<file path="src/rtl/ucomb_sweep_ctrl.sv">
// ucomb_sweep_ctrl: sequences the input word of a ucomb_full array.
// A host hands over a base word and a sweep mask; every combination of the
// masked bits is applied in ascending order, held for SETTLE cycles, and the
// resulting array output is streamed back with the word that produced it.
//
// Build option: define UCOMB_SWEEP_CTRL_SIG_EN to add a 16-bit output
// signature (sig) folded over every captured result of a command.
// Assumes OUT_W <= 16 when the signature is enabled.

module ucomb_sweep_ctrl #(
  parameter int unsigned IN_W   = 27,
  parameter int unsigned OUT_W  = 6,
  parameter int unsigned SETTLE = 2
) (
  input  logic             clk,
  input  logic             rst,
  // command channel
  input  logic             cmd_valid,
  output logic             cmd_ready,
  input  logic [IN_W-1:0]  cmd_base,
  input  logic [IN_W-1:0]  cmd_mask,
  // combinational array interface
  output logic [IN_W-1:0]  comb_in,
  input  logic [OUT_W-1:0] comb_out,
  // result channel
  output logic             res_valid,
  input  logic             res_ready,
  output logic [OUT_W-1:0] res_data,
  output logic [IN_W-1:0]  res_word,
  output logic             res_last,
`ifdef UCOMB_SWEEP_CTRL_SIG_EN
  output logic [15:0]      sig,
`endif
  output logic             busy
);

  // A settle time of zero would sample the array in the same cycle it is driven.
  localparam int unsigned SettleEff = (SETTLE < 1) ? 1 : SETTLE;
  localparam int unsigned CntW      = $clog2(SettleEff + 1);

  localparam logic [CntW-1:0] SettleLd = CntW'(SettleEff);
  localparam logic [CntW-1:0] CntOne   = CntW'(1);
  localparam logic [IN_W-1:0] SweepOne = IN_W'(1);

  typedef enum logic [1:0] {
    StIdle,
    StApply,
    StEmit
  } state_e;

  state_e           state_q;
  logic [IN_W-1:0]  base_q;
  logic [IN_W-1:0]  mask_q;
  logic [IN_W-1:0]  sweep_q;
  logic [CntW-1:0]  cnt_q;
  logic [IN_W-1:0]  comb_in_q;
  logic [OUT_W-1:0] res_data_q;
  logic [IN_W-1:0]  res_word_q;
  logic             res_valid_q;
  logic             res_last_q;
  logic             cmd_ready_q;
  logic             busy_q;

  logic [IN_W-1:0]  cmd_base_clr;
  logic [IN_W-1:0]  sweep_nxt;
  logic             capture;

  // Next sweep value: filling the unswept positions with ones makes the
  // increment carry straight across them, so only masked bits count up.
  always_comb begin
    cmd_base_clr = cmd_base & ~cmd_mask;
    sweep_nxt    = ((sweep_q | ~mask_q) + SweepOne) & mask_q;
    capture      = (state_q == StApply) && (cnt_q == CntOne);
  end

  // Sequencer FSM; all outputs are registered so comb_in never glitches.
  always_ff @(posedge clk or posedge rst) begin
    if (rst) begin
      state_q     <= StIdle;
      base_q      <= '0;
      mask_q      <= '0;
      sweep_q     <= '0;
      cnt_q       <= '0;
      comb_in_q   <= '0;
      res_data_q  <= '0;
      res_word_q  <= '0;
      res_valid_q <= 1'b0;
      res_last_q  <= 1'b0;
      cmd_ready_q <= 1'b1;
      busy_q      <= 1'b0;
    end else begin
      unique case (state_q)
        StIdle: begin
          if (cmd_valid) begin
            base_q      <= cmd_base_clr;
            mask_q      <= cmd_mask;
            sweep_q     <= '0;
            comb_in_q   <= cmd_base_clr;
            cnt_q       <= SettleLd;
            cmd_ready_q <= 1'b0;
            busy_q      <= 1'b1;
            state_q     <= StApply;
          end
        end

        StApply: begin
          cnt_q <= cnt_q - CntOne;
          if (capture) begin
            res_data_q  <= comb_out;
            res_word_q  <= comb_in_q;
            res_last_q  <= (sweep_q == mask_q);
            res_valid_q <= 1'b1;
            state_q     <= StEmit;
          end
        end

        StEmit: begin
          if (res_ready) begin
            res_valid_q <= 1'b0;
            if (res_last_q) begin
              // comb_in deliberately keeps the final word applied.
              cmd_ready_q <= 1'b1;
              busy_q      <= 1'b0;
              state_q     <= StIdle;
            end else begin
              sweep_q   <= sweep_nxt;
              comb_in_q <= base_q | sweep_nxt;
              cnt_q     <= SettleLd;
              state_q   <= StApply;
            end
          end
        end

        default: begin
          state_q <= StIdle;
        end
      endcase
    end
  end

`ifdef UCOMB_SWEEP_CTRL_SIG_EN
  logic [15:0] sig_q;
  logic [15:0] sig_mix;

  // Zero-extend the captured array output into the signature width.
  always_comb begin
    sig_mix              = '0;
    sig_mix[OUT_W-1:0]   = comb_out;
  end

  // LFSR-style signature: cleared per command, folded on each capture.
  always_ff @(posedge clk or posedge rst) begin
    if (rst) begin
      sig_q <= '0;
    end else if ((state_q == StIdle) && cmd_valid) begin
      sig_q <= '0;
    end else if (capture) begin
      sig_q <= {sig_q[14:0], sig_q[15] ^ sig_q[13] ^ sig_q[12] ^ sig_q[10]} ^ sig_mix;
    end
  end

  assign sig = sig_q;
`endif

  assign cmd_ready = cmd_ready_q;
  assign busy      = busy_q;
  assign comb_in   = comb_in_q;
  assign res_valid = res_valid_q;
  assign res_data  = res_data_q;
  assign res_word  = res_word_q;
  assign res_last  = res_last_q;

endmodule

</file>
<file path="config.mk">
export PLATFORM = sky130hd
export DESIGN_NAME = ucomb_sweep_ctrl
export DESIGN_NICKNAME = d
export VERILOG_FILES = /design/src/rtl/ucomb_sweep_ctrl.sv
export SDC_FILE = /design/constraint.sdc
export NUM_CORES = 1
export LEC_CHECK = 0
export ABC_AREA = 1
export CAP_MARGIN = 40
export CORE_ASPECT_RATIO = 0.75
export CORE_MARGIN = 2
export CORE_UTILIZATION = 40
export DETAILED_ROUTE_END_ITERATION = 10
export PLACE_DENSITY_LB_ADDON = 0.2
export SETUP_SLACK_MARGIN = 0.1
export SLEW_MARGIN = 20
export SYNTH_ARGS = -nofsm -noshare
export SYNTH_HDL_FRONTEND = slang
export SYNTH_SLANG_ARGS = --single-unit
</file>
<file path="constraint.sdc">
create_clock -name clk -period 11.32 [get_ports clk]
set_clock_uncertainty 0.1 [all_clocks]
set_input_delay 2.83 -clock clk [delete_from_list [all_inputs] [get_ports clk]]
set_output_delay 2.83 -clock clk [all_outputs]
set_load 0.05 [all_outputs]
</file>
# Word-level counts from Yosys, hierarchy flattened
# Index checks and enable logic that the tools add are counted.
[totals]
register_bits = 149
input_bits = 64
output_inout_bits = 64
elab_cells = 69
[classes]
n_addsub = 2
eq_ne = 9
mux = 28
bitwise = 6
n_reduce_logical = 12
[op_table]
columns = ["op", "n"]
rows = [
  ["two-way mux 27 bit", 6],
  ["case mux 27 bit (2 select lines)", 2],
  ["bitwise AND 27 bit", 2],
  ["inverter 27 bit", 2],
  ["OR 27 bit", 2],
  ["adder 27 x 1 -> 27 bit (second input constant)", 1],
  ["equality test 27 bit", 1],
  ["two-way mux 2 bit", 6],
  ["case mux 2 bit (3 select lines)", 2],
  ["AND reduction 4 bit", 3],
  ["inequality test 2 bit (second input constant)", 5],
  ["two-way mux 1 bit", 9],
  ["case mux 1 bit (2 select lines)", 3],
  ["AND reduction 3 bit", 2],
  ["equality test 2 x 1 -> 1 bit (second input constant)", 2],
  ["AND reduction 2 bit", 2],
  ["nonzero test 2 bit", 2],
  ["nonzero test 3 bit", 1],
  ["equality test 2 bit (second input constant)", 1],
  ["zero test 2 bit", 1],
  ["subtractor 2 x 1 -> 2 bit (second input constant)", 1],
  ["logical AND 1 bit", 1],
]

# Depth between registers and ports, before layout
[logic_depth]
ltp_word = 8
mapped_depth = 15
depth_no_buf = 15

# Worst setup path after synthesis
# OpenSTA, ideal clock, no wires.
[synth_path]
path_type = "input to register"
from = "input port res_ready"
to = "register sweep_q[13]"
setup_time_ns = 0.131
arrival_time_ns = 3.623
required_ns = 11.089
path_slack_ns = 7.467
stages = 7
n_path_buf = 2
cell_sequence = "inv_1 o21ai_2 inv_2 a21oi_4 buf_2 buf_4 o22ai_1"
[synth_via]
elab_chain_len = 2
[synth_rtl]
columns = ["item", "line", "source"]
rows = [
  ["from (decl)", "27", "input logic res_ready,"],
  ["inequality test 2 bit (no source line)", "-", ""],
  ["AND reduction 4 bit (no source line)", "-", ""],
  ["to (signal assigned)", "126", "sweep_q <= sweep_nxt;"],
  ["to (decl)", "54", "logic [IN_W-1:0] sweep_q;"],
]
# Every way passes these cells.
# A chain may end at the register's enable or synchronous reset.

# Worst setup path after layout
[layout_path]
from = "register res_last_q, in the netlist res_last"
to = "output port res_last"
[layout_rtl]
columns = ["item", "line", "source"]
rows = [
  ["from (decl)", "60", "logic res_last_q;"],
  ["from (signal assigned)", "111", "res_last_q <= (sweep_q == mask_q);"],
  ["to (decl)", "30", "output logic res_last,"],
]
# No word-level cell between the ends.

==> key figures <==
Final layout
  – Antenna Cells: 0
  – Fin area: 9368 µm²
  – Layout cell share with drive strength beyond 1: 0.07540
  – Commonest non-fill, non-tap cell in the layout: nand2_1
  – Commonest cells after routing, fill and taps aside: nand2_1, dfrtp_1, clkdlybuf4s50_1
  – Area Overhead vs Synth: 29.11%
  – Fillers: 1716
  – Fin cells: 1250
  – NumNets Final: about 1100

Worst setup path
  – WP depth: 1
  – CP max stage cell: clkdlybuf4s50_1
  – CP required: between 8000 and 9000 ps
  – Buf/Inv on CP: 1
  – CP Launch Type: register
  – Worst Reg-to-Reg Cells: 8
  – CP max stage delay: 860 ps
  – Worst EP arrival: 1780 ps
  – CP endpoint kind: output pin
  – Crit-path max FO: 5
  – Critical-path cell list: clkdlybuf4s50_1
  – Crit path max-delay family: buffers and inverters
  – Critical path class: register to output pin
  – Reg2reg setup slack: slightly below 9000 ps
  – Reg2reg start: state_q[1]
  – RR Endpoint: sweep_q[2]

Clocking
  – CTS Buf Count: 17
  – TritonCTS clock tree: done
  – Clock sink count: 149
  – Clk Latency, worst-skew pair: 430 ps
  – Hold-fix buffers, CTS: 0
  – Post-CTS Setup Bufs: 0
  – CTS Buffer Depth: 2
  – Worst-path clk slew: 60 ps
  – PostCTS Resize Cnt: 0
  – Root Driver: clkbuf_16
  – # H-tree levels: 4

Placed design
  – Placed instance count: 1217
  – IO Port Bufs: 127
  – Routability congestion estimate: 0.8869
  – Post-DP HPWL: 13.83 mm
  – Placement Cell Area: 8763 µm²

Timing
  – Setup TNS: 0 ps
  – Fin Hold WS: 380.3 ps
  – RSZ-0062 raised after global routing: no
  – Relative slew slack: 0.5409
  – Post-route minimum period: 4705 ps
  – Hold Violations, Final: 0
  – Max Clock Freq: 212.5 MHz
  – Final period util: 0.4156
  – Setup violators final: 0
  – Final slew viol count: 0
  – Least-Margin Pin Slew: 684.5 ps

Logic synthesis
  – Synthesized area: approximately 7300 µm²
  – Post-Synth XOR/XNOR Area: 0
  – Post-Syn Instances: 873
  – Flops & latches, synth: roughly 150
  – Mean Syn Cell Area: 8.311 µm²
  – Synthesized Nets: just under 1000
  – Synth Area in Adders: 0.05001
  – Yosys warns: 0
  – Post-synthesis compound-gate area fraction: 0.1069
  – Synth Area in Simple Gates: 0.2166
  – Largest family of logic cells by synthesized area: simple AND/OR/NAND/NOR gates
  – Distinct cells, synth: 32
  – Seq/Total Area, Yosys: 0.5141
  – Post-synthesis mux area share: 0.03414

Detailed routing
  – WL per Instance: 15.26 µm
  – Final ANT Viol Nets: 0
  – Pre-Repair DR Iteration Count: 5
  – DR DRC count: 0
  – Initial DRC count: 423
  – Via count: 6106
  – Total routed wirelength: 19.08 mm
  – Vias per inst: 4.885

Pwr
  – Clock network power share: 0.193
  – Sw frac: 0.4563
  – Flop pwr share: 0.322
  – Leak: 0.004429 µW
  – Sw Pwr: ~1300 µW
  – Pwr dens: 296.9 nW/µm²
  – IR drop worst, VDD: 116.5 µV
  – Comb pwr share: 0.485
  – Internal power: between 1500 and 2000 µW

Min path
  – Hold depth: 2
  – Min-Delay Startpoint: res_word[3]
  – Worst Hold Class: register to register
  – Hold endpoint: res_word[3]

Floorplan
  – Core ar.: 17710 µm²
  – Die area: about 19000 µm²
  – Die H: 120.6 µm
  – Initial core utilization: 0.4097
  – Row count: 42
  – I/O pins: 128
  – Die X: 159.5 µm

Global route
  – Vias in the first global route: 5798
  – First-pass GRT wire length: 30.85 mm
  – Total GRT Usage: 0.2052
  – Initial antenna violation count: 0
  – Largest net degree at the start of global routing: a little under 100
  – GR Overflow Total: 0

Flow run
  – Total of max-cap violations: 0

Outcome
  – Status: finished, final reports clean
-- logic make-up after synthesis --
| family | Yosys count |
|---|---|
| flip-flops | 149 |
| multiplexers | 22 |
| adder cells (fa/ha/maj) | 29 |
| AO/OA/AOI/OAI | 142 |
| buffers and inverters | 145 |
| AND/OR/NAND/NOR | 386 |
-- per-layer routing --
metal / share of wire / routed length [µm] / vias up / global-route usage
li1: - / - / 3068 / -
met1: 0.52 / 9986 / 2851 / 0.3111
met2: 0.40 / 7689 / 172 / 0.2914
met3: 0.066 / 1252 / 15 / 0.05043
met4: 0.0080 / 153 / 0 / 0.05284
met5: 0 / 0 / - / 0
-- layout make-up --
type | instances | area, µm² | share of cell area
Clock buffer | 17 | 425.4 | 0.04541
Clock inverter | 14 | 123.9 | 0.01322
Inverter | 115 | 436.7 | 0.04661
Multi-Input combinational cell | 579 | 2960 | 0.3160
Sequential cell | 149 | 3730 | 0.3982
Tap cell | 242 | 302.8 | 0.03232
Timing Repair Buffer | 134 | 1389 | 0.1483
-- Yosys cell counts --
master    instances  share of area
nand2_1         243           0.13
dfrtp_1         148           0.51
inv_1           109          0.056
o21ai_0          88          0.061
nor2_1           75          0.039
nand3_1          47          0.032
ha_1             29          0.050
o22ai_1          29          0.025
mux2_2           22          0.034
a21oi_1          17          0.012
buf_2            13         0.0090
clkbuf_1         11         0.0057
nand4_1          10         0.0086
inv_2             5         0.0026
buf_1             4         0.0021
o211ai_1          3         0.0031
buf_4             2         0.0021
nand2_2           2         0.0017
nand3b_1          2         0.0021
nor2_2            2         0.0017
a21boi_0          1         0.0010
a21oi_4           1         0.0022
clkinv_1          1        0.00052
dfstp_2           1         0.0036
nand2_4           1         0.0016
nor2_4            1         0.0016
nor3_1            1        0.00069
nor4_1            1        0.00086
o21ai_1           1        0.00069
o21ai_2           1         0.0012
o311ai_0          1         0.0012
or3_1             1        0.00086
-- how the worst max path moves through the flow --
stage                         start     endpoint  slack (ps)
after floorplan                 rst    base_q[0]        4380
after global placement    cmd_valid  comb_in[12]        6160
after detailed placement  cmd_valid  comb_in[12]        6120
after CTS                 cmd_valid  comb_in[17]        6530
after global routing      cmd_valid   comb_in[5]        6510
final                      res_last     res_last        6610
-- through the flow --
stage | util | power [µW] | worst slack [ps]
2_1_floorplan | - | 1811 | 4384
3_3_place_gp | 0.4926 | 2214 | 6155
3_5_place_dp | 0.4948 | 2238 | 6116
4_1_cts | 0.5259 | 2783 | 6529
5_1_grt | 0.5290 | 2970 | 6508
6_report | 0.5290 | 2781 | 6615
-- power groups by stage --
stage	registers [µW]	logic [µW]	clock network (µW)
final	897	1350	536
after global routing	926	1480	567
after CTS	897	1340	545
after detailed placement	903	1330	0
after global placement	897	1320	0
after floorplan	1170	641	0
-- worst reg2reg max path: stages, from the launching register on --
cell	delay, ps
dfrtp_1	590
nand2_4	400
inv_2	200
nand2_1	120
nand2_1	70
inv_2	70
nand2_2	340
or3_1	540
o21ai_1	100
-- sequential cells by signal (all words and copies together), names as in the netlist --
name / cells
res_last: 1
cmd_ready: 1
mask_q: 27
busy: 1
state_q: 2
comb_in: 27
res_data: 6
res_word: 27
res_valid: 1
cnt_q: 2
sweep_q: 27
base_q: 27
(Power assumes the default switching activity.)
